<file path="config.mk">
export PLATFORM = sky130hd
export DESIGN_NAME = fetch_queue_stage
export DESIGN_NICKNAME = d
export VERILOG_FILES = /design/src/rtl/fetch_queue_stage.sv
export SDC_FILE = /design/constraint.sdc
export NUM_CORES = 1
export LEC_CHECK = 0
export ABC_CLOCK_PERIOD_IN_PS = 8300
export CELL_PAD_IN_SITES_DETAIL_PLACEMENT = 0
export CELL_PAD_IN_SITES_GLOBAL_PLACEMENT = 2
export CORE_AREA = 2 2 173 260
export CTS_CLUSTER_SIZE = 12
export DETAILED_ROUTE_END_ITERATION = 10
export DIE_AREA = 0 0 175 262
export GPL_TIMING_DRIVEN = 0
export PLACE_DENSITY_LB_ADDON = 0.25
export SLEW_MARGIN = 15
export SYNTH_ARGS = -nofsm -noshare
export SYNTH_HDL_FRONTEND = slang
export SYNTH_SLANG_ARGS = --single-unit
export TNS_END_PERCENT = 100
</file>
<file path="constraint.sdc">
create_clock -name clk -period 8.3 [get_ports clk]
set_input_delay 0.83 -clock clk [delete_from_list [all_inputs] [get_ports clk]]
set_output_delay 0.83 -clock clk [all_outputs]
set_load 0.005 [all_outputs]
</file>
<file path="src/rtl/fetch_queue_stage.sv">
// Instruction fetch stage: owns the fetch PC, issues sequential imem requests
// and holds them in an in-order queue until decode consumes them.
module fetch_queue_stage #(
    parameter int XLEN = 32,
    parameter int DEPTH = 4,
    parameter logic [XLEN-1:0] PC_RESET = '0
) (
    input  logic            clk,
    input  logic            rst,
    input  logic            redirect_valid,
    input  logic [XLEN-1:0] redirect_pc,
    output logic            imem_req_valid,
    output logic [XLEN-1:0] imem_req_addr,
    input  logic            imem_req_ready,
    input  logic            imem_rsp_valid,
    input  logic [XLEN-1:0] imem_rsp_data,
    output logic            dec_valid,
    input  logic            dec_ready,
    output logic [XLEN-1:0] dec_instr,
    output logic [XLEN-1:0] dec_pc,
    output logic [XLEN-1:0] dec_pc_plus4
);

    localparam int AW = (DEPTH > 1) ? $clog2(DEPTH) : 1;
    localparam int CW = $clog2(DEPTH + 1);
    // Headroom: back-to-back redirects can stack stale responses beyond DEPTH.
    localparam int DW = CW + 2;

    logic [XLEN-1:0]  fetch_pc;
    logic [XLEN-1:0]  q_pc    [DEPTH];
    logic [XLEN-1:0]  q_instr [DEPTH];
    logic [DEPTH-1:0] q_filled;
    logic [AW-1:0]    head;
    logic [AW-1:0]    tail;
    logic [AW-1:0]    fill;
    logic [CW-1:0]    occ;
    logic [CW-1:0]    pend;
    logic [DW-1:0]    drop;

    logic            issue;
    logic            rsp_fill;
    logic            rsp_drop;
    logic            deq;
    logic [DW-1:0]   drop_sum;
    logic [DW-1:0]   drop_next;
    logic [XLEN-1:0] target;

    assign imem_req_valid = !redirect_valid && (occ < CW'(DEPTH));
    assign imem_req_addr  = fetch_pc;

    assign issue    = imem_req_valid && imem_req_ready;
    assign rsp_drop = imem_rsp_valid && (drop != '0);
    assign rsp_fill = imem_rsp_valid && (drop == '0) && (pend != '0);

    assign dec_valid    = (occ != '0) && q_filled[head];
    assign deq          = dec_valid && dec_ready;
    assign dec_instr    = dec_valid ? q_instr[head] : '0;
    assign dec_pc       = dec_valid ? q_pc[head] : '0;
    assign dec_pc_plus4 = dec_valid ? q_pc[head] + XLEN'(4) : '0;

    // Every unfilled entry still has a response coming back that must die.
    assign drop_sum  = drop + DW'(pend);
    assign drop_next = drop_sum - DW'(imem_rsp_valid && (drop_sum != '0));
    assign target    = {redirect_pc[XLEN-1:2], redirect_pc[1:0] & 2'b00};

    always_ff @(posedge clk or posedge rst) begin
        if (rst) begin
            fetch_pc <= PC_RESET;
            head     <= '0;
            tail     <= '0;
            fill     <= '0;
            occ      <= '0;
            pend     <= '0;
            drop     <= '0;
            q_filled <= '0;
            for (int i = 0; i < DEPTH; i++) begin
                q_pc[i]    <= '0;
                q_instr[i] <= '0;
            end
        end else if (redirect_valid) begin
            fetch_pc <= target;
            head     <= '0;
            tail     <= '0;
            fill     <= '0;
            occ      <= '0;
            pend     <= '0;
            q_filled <= '0;
            drop     <= drop_next;
        end else begin
            if (issue) begin
                q_pc[tail]     <= fetch_pc;
                q_filled[tail] <= 1'b0;
                tail           <= tail + AW'(1);
                fetch_pc       <= fetch_pc + XLEN'(4);
            end
            if (rsp_fill) begin
                q_instr[fill]  <= imem_rsp_data;
                q_filled[fill] <= 1'b1;
                fill           <= fill + AW'(1);
            end
            if (rsp_drop) begin
                drop <= drop - DW'(1);
            end
            if (deq) begin
                head <= head + AW'(1);
            end
            occ  <= occ + CW'(issue) - CW'(deq);
            pend <= pend + CW'(issue) - CW'(rsp_fill);
        end
    end

endmodule

</file>
==> impl_metrics.py, run 1 <==
metrics = {
    "power": {
        "max-vdd-ir-drop_mv": 0.147,
        "power_density_nw_per_um2": 216,
        "power_leakage_nw": 8.18,
        "power_mw": 4.06,
    },
    "sta": {
        "fin_hold_ws_ps": 499,
        "final_max_slew_viol_count": 0,
        "fmax_mhz": 204,
        "clock_skew_ps": 14.2,
        "rsz0062_at_grt": "false",
        "hold_viol_final": 0,
        "setup_tns_ps": 0,
        "slew_headroom_pct": 29.2,
        "post-route-period-util_pct": 59.0,
        "worst_slew_pin_slew_ps": 1050,
        "setup_viol": 0,
        "fin_crit_ps": 4900,
    },
    "logic_synthesis": {
        "synth_cell_type_count": 50,
        "synthDominantCellAreaShare_pct": 49.6,
        "synthFlopType": "dfrtp_1",
        "avgSynthCellArea_um2": 13.2,
        "async_flop_share_pct": 100,
        "synth_area_leaders": "dfrtp_1 50%, mux2_2 19%, mux4_2 6.4%, mux4_1 3.5%, and2_1 2.7%",
        "yosysWarnings": 0,
        "yosysTopAreaCell": "dfrtp_1",
        "ys_ff_latch": 299,
        "seq_area_frac_synth_pct": 49.6,
        "syn_inst": 1142,
        "synth_edf_count": 0,
        "netlist_area_um2": 15100,
    },
    "clock_tree": {
        "root_buffer": "clkbuf_16",
        "cts_max_level": 1,
        "holdBufCountCts": 0,
        "cts_buffer_depth": 3,
        "clkSlewWorstSetupHoldPaths_ps": 60,
        "cts_tree": "done",
        "cts_made_buffers": 31,
        "cts_sinks": 299,
        "post-cts-setup-buffers": 0,
        "clk_latency_ps": 560,
        "cts_resized": 0,
    },
    "detailed_routing": {
        "wl_per_cell_um": 20.3,
        "num_vias": 9765,
        "viasPerCell": 4.95,
        "drt_wl_total_um": 40000,
        "ant_nets": 0,
        "remaining_drc_errors": 0,
        "firstDrtPassIters": 7,
        "drt-initial-drc-count": 280,
    },
    "floorplanning": {
        "dieWidth_um": 175,
        "coreArea_um2": 43600,
        "die_h_um": 262,
        "io_pins": 200,
        "std_cell_rows": 94,
        "start_util_pct": 34.6,
        "dieArea_um2": 45900,
    },
    "placement": {
        "dp_hpwl_um": 29300,
        "place_area_um2": 17900,
        "port_buffers": 190,
        "gp_congestion": 0.760,
    },
    "critical_path": {
        "criticalPathCategory": "reg2out",
        "crit_required_ps": 7470,
        "critPathMaxFanout": 10,
        "r2r_cells": 11,
        "worstPathArrival_ps": 4070,
        "endpoint_kind": "output port",
        "critPathLaunchType": "flip-flop",
    },
    "global_routing": {
        "grt_max_degree": 36,
        "overflow": 0,
        "antenna_found_initial": 0,
        "grt_pass1_vias": 10700,
        "grt_first_pass_wirelength_um": 62900,
        "globalRouteTotalUtil_pct": 17.7,
    },
    "cells_and_area": {
        "syn_to_final_growth_pct": 24.8,
        "finalInstanceArea_um2": 18800,
        "diodes": 0,
        "drive_above_1_share_pct": 28.9,
        "final_util_pct": 43.1,
        "final_net_count": 1473,
    },
    "status": {
        "status": "finished, final reports clean",
    },
    "hold_path": {
        "worstHoldPathCells": 1,
        "hp-class": "reg2reg",
    },
    "run": {
        "cap_violations": 0,
    },
}
-- synthesized netlist by cell type (2+ instances only) --
cell type and number:
a21oi_1 11, and2_1 64, and3_1 16, and4_1 4, buf_1 15, buf_2 9
buf_4 19, buf_6 6, clkbuf_1 32, clkbuf_8 2, dfrtp_1 299, fa_1 3
ha_1 21, inv_1 24, mux2_2 257, mux2i_1 3, mux4_1 20, mux4_2 43
nand2_1 49, nand3_1 23, nand4_1 14, nor2_1 43, nor2b_1 5, nor3_1 18
nor3b_1 4, nor4_1 5, o21a_1 2, o21ai_0 38, o31ai_1 3, or2_2 6
or3_1 9, or4b_2 2, xnor2_1 33, xor2_1 24
-- area by class of cell --
type,count,area (um2)
timing repair buffer,199,2090
multi-input combinational,740,7070
clock inverter,6,32.5
clock buffer,45,858
fill,4099,24800
buffer,84,474
sequential,299,7480
inverter,24,93.8
tap,576,721
-- placed cells by master, fill, tap and decap left out, types with 5 or more instances in the layout --
cell	count
or2_2	6
and3_1	16
mux4_1	20
clkbuf_16	31
mux2_2	257
xnor2_1	33
buf_12	8
nand4_1	14
mux4_2	43
nand2_1	49
a21oi_1	11
conb_1	6
buf_6	6
nor4_1	5
clkinv_2	5
and2_1	64
dfrtp_1	299
nor3_1	16
xor2_1	24
inv_1	23
nor2b_1	5
clkdlybuf4s50_1	190
nand3_1	23
or3_1	9
buf_4	19
buf_1	15
nor2_1	43
clkbuf_1	43
o21ai_0	38
clkbuf_8	5
buf_2	9
ha_1	21
-- metal layers --
metal | global-route usage (%) | share of wire, % | vias up
met5 | 0 | 0 | -
met4 | 5.32 | 2.3 | 0
met3 | 2.45 | 3.8 | 46
met2 | 34.2 | 55 | 182
met1 | 20.0 | 39 | 5004
li1 | - | - | 4533
-- sequential cells by signal, summed over array words and instances, names as in the netlist --
| register | cells |
|---|---|
| q_pc | 120 |
| tail | 2 |
| drop | 5 |
| fill | 2 |
| occ | 3 |
| imem_req_addr | 30 |
| q_instr | 128 |
| head | 2 |
| pend | 3 |
| q_filled | 4 |
-- metrics by stage --
step | instances | worst slack [ps]
3_5_place_dp | 1922 | 3790
3_3_place_gp | 1913 | 1240
4_1_cts | 1973 | 3170
6_report | 1973 | 3400
2_1_floorplan | 1147 | 3500
5_1_grt | 1973 | 3120
-- where the power goes --
| group | total [mW] | leakage [nW] | internal (mW) | switching, mW |
|---|---|---|---|---|
| Clock | 1.27 | 0.436 | 0.708 | 0.564 |
| Sequential | 1.93 | 3.97 | 1.75 | 0.176 |
| Combinational | 0.859 | 3.77 | 0.486 | 0.373 |
| Total | 4.06 | 8.18 | 2.94 | 1.11 |
-- final timing paths --
| check | from | slack (ps) | end |
|---|---|---|---|
| max in group asynchronous | rst | 6220 | q_instr[11] |
| hold reg to reg | q_pc[102] | 500 | q_pc[102] |
| setup / recovery | head[1] | 3400 | dec_instr[11] |
| hold / removal | q_pc[102] | 500 | q_pc[102] |
| min in group asynchronous | rst | 720 | q_instr[120] |
| setup reg to reg | head[0] | 4810 | occ[2] |
-- critical path: stages, from the launching register on --
cell             delay, ps
dfrtp_1                370
buf_6                  150
buf_4                  200
mux4_1                 230
o31ai_1                230
inv_1                  400
clkbuf_1               710
clkbuf_1               450
and2_1                 250
clkdlybuf4s50_1        510
-- kinds of logic (layout without fill, tap and decap cells) --
logic type | Yosys count | after routing | synth area share, %
multiplexers | 323 | 323 | 29.3
flip-flops | 299 | 299 | 49.6
AND/OR/NAND/NOR | 273 | 273 | 9.87
buffers and inverters | 108 | 358 | 3.74
AO/OA/AOI/OAI | 57 | 57 | 2.02
XOR/XNOR | 57 | 57 | 3.31
adder cells (fa/ha/maj) | 24 | 24 | 2.14
other | 1 | 6 | 0.0249
Power figures use the tool's default switching activity.
==> run 2, diff against run 1 <==
- ABC_CLOCK_PERIOD_IN_PS: 8300 -> 4400
- clock period: 8.3 -> 4.4 ns (I/O delays scaled with it)
==> impl_metrics.py, run 2 (same netlist as run 1, synthesis figures left out) <==
metrics = {
    "detailed_routing": {
        "num_vias": 9749,
        "wl_per_cell_um": 20.3,
        "remaining_drc_errors": 0,
        "drt_wl_total_um": 40000,
        "firstDrtPassIters": 4,
        "viasPerCell": 4.94,
        "drt-initial-drc-count": 246,
        "ant_nets": 0,
    },
    "critical_path": {
        "critPathMaxFanout": 10,
        "critPathLaunchType": "flip-flop",
        "criticalPathCategory": "reg2out",
        "critPathMaxStageDelay_ps": 440,
        "cp.buffers_inverters": 4,
        "cpMaxStageDelayCell": "mux4_1",
        "endpoint_kind": "output port",
        "cp_top_family": "buffers and inverters",
        "crit_required_ps": 3960,
        "crit_chain": "buf_6 -> buf_4 -> mux4_1 -> and4_1 -> buf_1 -> nand4_1 -> nor3_1 -> mux2_2 -> clkdlybuf4s50_1",
        "worstPathArrival_ps": 3830,
    },
    "sta": {
        "post-route-period-util_pct": 97.1,
        "setup_viol": 0,
        "worst_slew_pin_slew_ps": 1090,
        "setup_ws_ps": 127,
        "rsz0062_at_grt": "false",
        "setup_tns_ps": 0,
        "final_max_slew_viol_count": 0,
        "clock_skew_ps": 15.8,
        "slew_headroom_pct": 26.7,
        "fin_crit_ps": 4270,
        "hold_viol_final": 0,
        "fmax_mhz": 234,
    },
    "placement": {
        "port_buffers": 190,
        "dp_hpwl_um": 29300,
        "gp_congestion": 0.760,
        "place_ws_ps": 281,
    },
    "clock_tree": {
        "cts_max_level": 1,
        "clkSlewWorstSetupHoldPaths_ps": 60,
        "cts_made_buffers": 31,
        "root_buffer": "clkbuf_16",
        "cts_buffer_depth": 3,
        "cts_tree": "done",
        "clk_latency_ps": 560,
        "cts_sinks": 299,
    },
    "power": {
        "max-vdd-ir-drop_mv": 0.277,
        "power_leakage_nw": 8.17,
        "power_mw": 7.66,
        "power_density_nw_per_um2": 407,
    },
    "floorplanning": {
        "dieArea_um2": 45900,
        "std_cell_rows": 94,
        "start_util_pct": 34.6,
        "io_pins": 200,
        "die_h_um": 262,
        "dieWidth_um": 175,
        "coreArea_um2": 43600,
    },
    "hold_path": {
        "hp-class": "in2async",
    },
    "cells_and_area": {
        "syn_to_final_growth_pct": 24.7,
        "diodes": 0,
        "drive_above_1_share_pct": 29.1,
        "final_net_count": 1473,
        "final_common_cell": "dfrtp_1",
        "layout_common_cells": "299 x dfrtp_1, 257 x mux2_2, 190 x clkdlybuf4s50_1, 64 x and2_1, 49 x nand2_1",
        "largest_reg_flops": 128,
        "top_register": "q_instr",
    },
    "global_routing": {
        "globalRouteTotalUtil_pct": 17.7,
        "grt_first_pass_wirelength_um": 62900,
        "antenna_found_initial": 0,
        "overflow": 0,
        "grt_pass1_vias": 10700,
        "grt_max_degree": 36,
    },
    "run": {
        "cap_violations": 0,
    },
    "status": {
        "status": "finished, final reports clean",
    },
}
-- run 2: changes by cell type in the layout (fill, tap and decap cells not counted), sizes merged --
cell	before	now
buf	59	60
clkbuf	79	78
-- run 2: power breakdown --
group	total [mW]	internal (mW)	switching (mW)
registers	3.64	3.30	0.335
clock network	2.40	1.33	1.06
logic	1.62	0.916	0.702
total	7.66	5.56	2.10
-- run 2: area by class of cell --
class | count | area [um2]
fillers | 4100 | 24800
flip-flops and latches | 299 | 7480
multi-input cells | 740 | 7060
repair buffers | 199 | 2090
clock buffers | 45 | 858
well taps | 576 | 721
plain buffers | 84 | 475
inverters | 24 | 93.8
clock inverters | 6 | 32.5
-- run 2: worst paths after layout --
| kind | startpoint | to | slack [ps] | cells past startpoint |
|---|---|---|---|---|
| worst max-delay path | head[1] | dec_pc_plus4[31] | 130 | 9 |
| worst min-delay path | rst | q_instr[120] | 330 | 2 |
| worst max register to register | head[0] | occ[2] | 1110 | 11 |
| worst min register to register | q_pc[102] | q_pc[102] | 500 | 1 |
| max in group asynchronous | rst | q_instr[11] | 2710 | 6 |
| min in group clk | redirect_pc[7] | imem_req_addr[7] | 440 | 3 |
-- run 2: routing by layer --
metal / global-route usage, % / part of all wire, % / up-vias / routed length [um]
li1: - / - / 4526 / -
met3: 2.45 / 3.7 / 45 / 1470
met4: 5.32 / 2.4 / 0 / 949
met2: 34.2 / 55 / 177 / 22000
met5: 0 / 0 / - / 0
met1: 20.0 / 39 / 5001 / 15600
-- run 2: repair_timing --
| action | CTS | global route |
|---|---|---|
| buffers inserted | 0 | 0 |
| hold buffers | 0 | 0 |
| resized for setup | 2 | 2 |
| endpoints found under the setup margin | 42 | 5 |
-- run 2: stage by stage --
stage / util, % / hold WS (ps) / std cells / instance area (um2)
finish: 43.1 / 333 / 1973 / 18800
global route: 43.1 / 381 / 1973 / 18800
CTS: 43.1 / 317 / 1973 / 18800
detailed placement: 41.1 / 487 / 1922 / 17900
global placement: 40.6 / 481 / 1913 / 17700
floorplan: - / 472 / 1147 / 15100
==> run 3, diff against run 2 <==
- ABC_CLOCK_PERIOD_IN_PS: 4400 -> unset
- CORE_AREA: 2 2 173 260 -> 2 2 166 250
- DIE_AREA: 0 0 175 262 -> 0 0 168 252
- clock period: 4.4 -> 4.5 ns (I/O delays scaled with it)
==> impl_metrics.py, run 3 (same netlist as run 1, synthesis figures left out) <==
metrics = {
    "critical_path": {
        "crit_cells": 10,
        "crit_required_ps": 4050,
        "worstPathArrival_ps": 3840,
        "cp-startpoint": "head[1]",
        "r2r_cells": 11,
        "cp_top_family": "buffers and inverters",
        "critPathLaunchType": "flip-flop",
        "crit_chain": "buf_6 -> buf_4 -> mux4_1 -> ha_1 -> nand4_4 -> or4_4 -> buf_6 -> nor3_1 -> mux2_2 -> clkdlybuf4s50_1",
        "critPathMaxFanout": 10,
        "cp_common_cell": "buf_6",
        "cpMaxStageDelayCell": "or4_4",
        "r2r_start": "head[0]",
        "criticalPathCategory": "reg2out",
        "endpoint_kind": "output port",
        "cp.buffers_inverters": 4,
        "critPathMaxStageDelay_ps": 520,
    },
    "cells_and_area": {
        "layout_common_cells": "299 x dfrtp_1, 257 x mux2_2, 190 x clkdlybuf4s50_1, 64 x and2_1, 49 x nand2_1",
        "top_register": "q_instr",
        "final_common_cell": "dfrtp_1",
        "final_net_count": 1473,
        "drive_above_1_share_pct": 29.3,
        "largest_reg_flops": 128,
        "diodes": 0,
        "syn_to_final_growth_pct": 24.1,
    },
    "clock_tree": {
        "cts_max_level": 1,
        "holdBufCountCts": 0,
        "root_buffer": "clkbuf_16",
        "cts_made_buffers": 30,
        "clk_latency_ps": 560,
        "post-cts-setup-buffers": 0,
        "clkSlewWorstSetupHoldPaths_ps": 60,
        "cts_sinks": 299,
        "cts_buffer_depth": 3,
        "cts_tree": "done",
    },
    "detailed_routing": {
        "viasPerCell": 5.16,
        "drt_wl_total_um": 38700,
        "ant_nets": 0,
        "remaining_drc_errors": 0,
        "num_vias": 9789,
        "firstDrtPassIters": 4,
        "wl_per_cell_um": 20.4,
        "drt-initial-drc-count": 405,
    },
    "floorplanning": {
        "dieWidth_um": 168,
        "dieArea_um2": 42300,
        "die_h_um": 252,
        "std_cell_rows": 90,
        "coreArea_um2": 40000,
        "start_util_pct": 37.7,
        "io_pins": 200,
    },
    "sta": {
        "clock_skew_ps": 13.8,
        "fin_hold_ws_ps": 236,
        "hold_viol_final": 0,
        "worst_slew_pin_slew_ps": 1070,
        "setup_tns_ps": 0,
        "slew_headroom_pct": 28.1,
        "final_max_slew_viol_count": 0,
        "fin_crit_ps": 4290,
        "post-route-period-util_pct": 95.4,
        "rsz0062_at_grt": "false",
        "setup_viol": 0,
        "fmax_mhz": 233,
    },
    "power": {
        "power_leakage_nw": 8.17,
        "power_density_nw_per_um2": 398,
        "max-vdd-ir-drop_mv": 0.294,
    },
    "global_routing": {
        "globalRouteTotalUtil_pct": 18.7,
        "overflow": 0,
        "antenna_found_initial": 0,
        "grt_pass1_vias": 10800,
        "grt_first_pass_wirelength_um": 61600,
        "grt_max_degree": 36,
    },
    "placement": {
        "gp_congestion": 0.806,
        "port_buffers": 190,
        "dp_hpwl_um": 28400,
    },
    "status": {
        "status": "finished, final reports clean",
    },
    "hold_path": {
        "hp-class": "in2async",
    },
    "run": {
        "cap_violations": 0,
    },
}
[run 3: changes by cell type in the layout (fill, tap and decap cells not counted), sizes merged]
cell    before  now
clkbuf      78   76
clkinv       5    1
[run 3: through the flow]
step           utilization, %  total power [mW]  setup slack [ps]  area (um2)  cells
3_5_place_dp             44.6              5.18               415       17800   1853
3_3_place_gp             44.1              5.11             -2170       17600   1843
6_report                 46.8              7.46               206       18700   1897
2_1_floorplan               -              4.65              76.9       15100   1147
4_1_cts                  46.9              7.57              62.2       18700   1897
5_1_grt                  46.8              7.89              17.6       18700   1897
[run 3: area by class of cell]
type	instances	area, um2
buffer	84	475
clock buffer	42	877
clock inverter	2	12.5
fill	3707	21200
inverter	24	93.8
multi-input combinational	740	7060
sequential	299	7480
tap	506	633
timing repair buffer	200	2090
[run 3: timing repair]
item,in CTS,in global routing
setup endpoints to repair,42,1
endpoints found under the hold margin,0,0
resized for setup,2,1
[run 3: power by group]
part           internal, mW  switching (mW)  total (mW)
sequential             3.23           0.323        3.55
combinational         0.894           0.669        1.56
clock                  1.33            1.01        2.34
[run 3: worst paths after layout]
| path | to | slack, ps |
|---|---|---|
| min in group clk | imem_req_addr[25] | 460 |
| worst max-delay path | dec_pc_plus4[28] | 210 |
| worst min-delay path | q_instr[123] | 240 |
| max in group asynchronous | imem_req_addr[23] | 2990 |
| worst max register to register | occ[2] | 1190 |
| worst min register to register | q_pc[109] | 500 |
[run 3: layer usage]
metal  track usage (%)  wire length (um)  up-vias  part of all wire, %
met5                 0                 0        -                    0
met4              5.29               865        0                  2.2
met3              2.71              1460       50                  3.8
met2              35.5             21200      176                   55
met1              21.6             15200     5045                   39
li1                  -                 -     4518                    -
[run 3: worst reg2reg max path, delay by kind of cell, from the launching register on]
| kind | cells | cell delay (ps) |
|---|---|---|
| buf+inv | 3 | 570 |
| fa+ha+maj | 3 | 820 |
| xor+xnor | 1 | 160 |
| simple gates | 2 | 340 |
| mux | 1 | 590 |
| compound gates | 1 | 290 |
| flops | 1 | 390 |
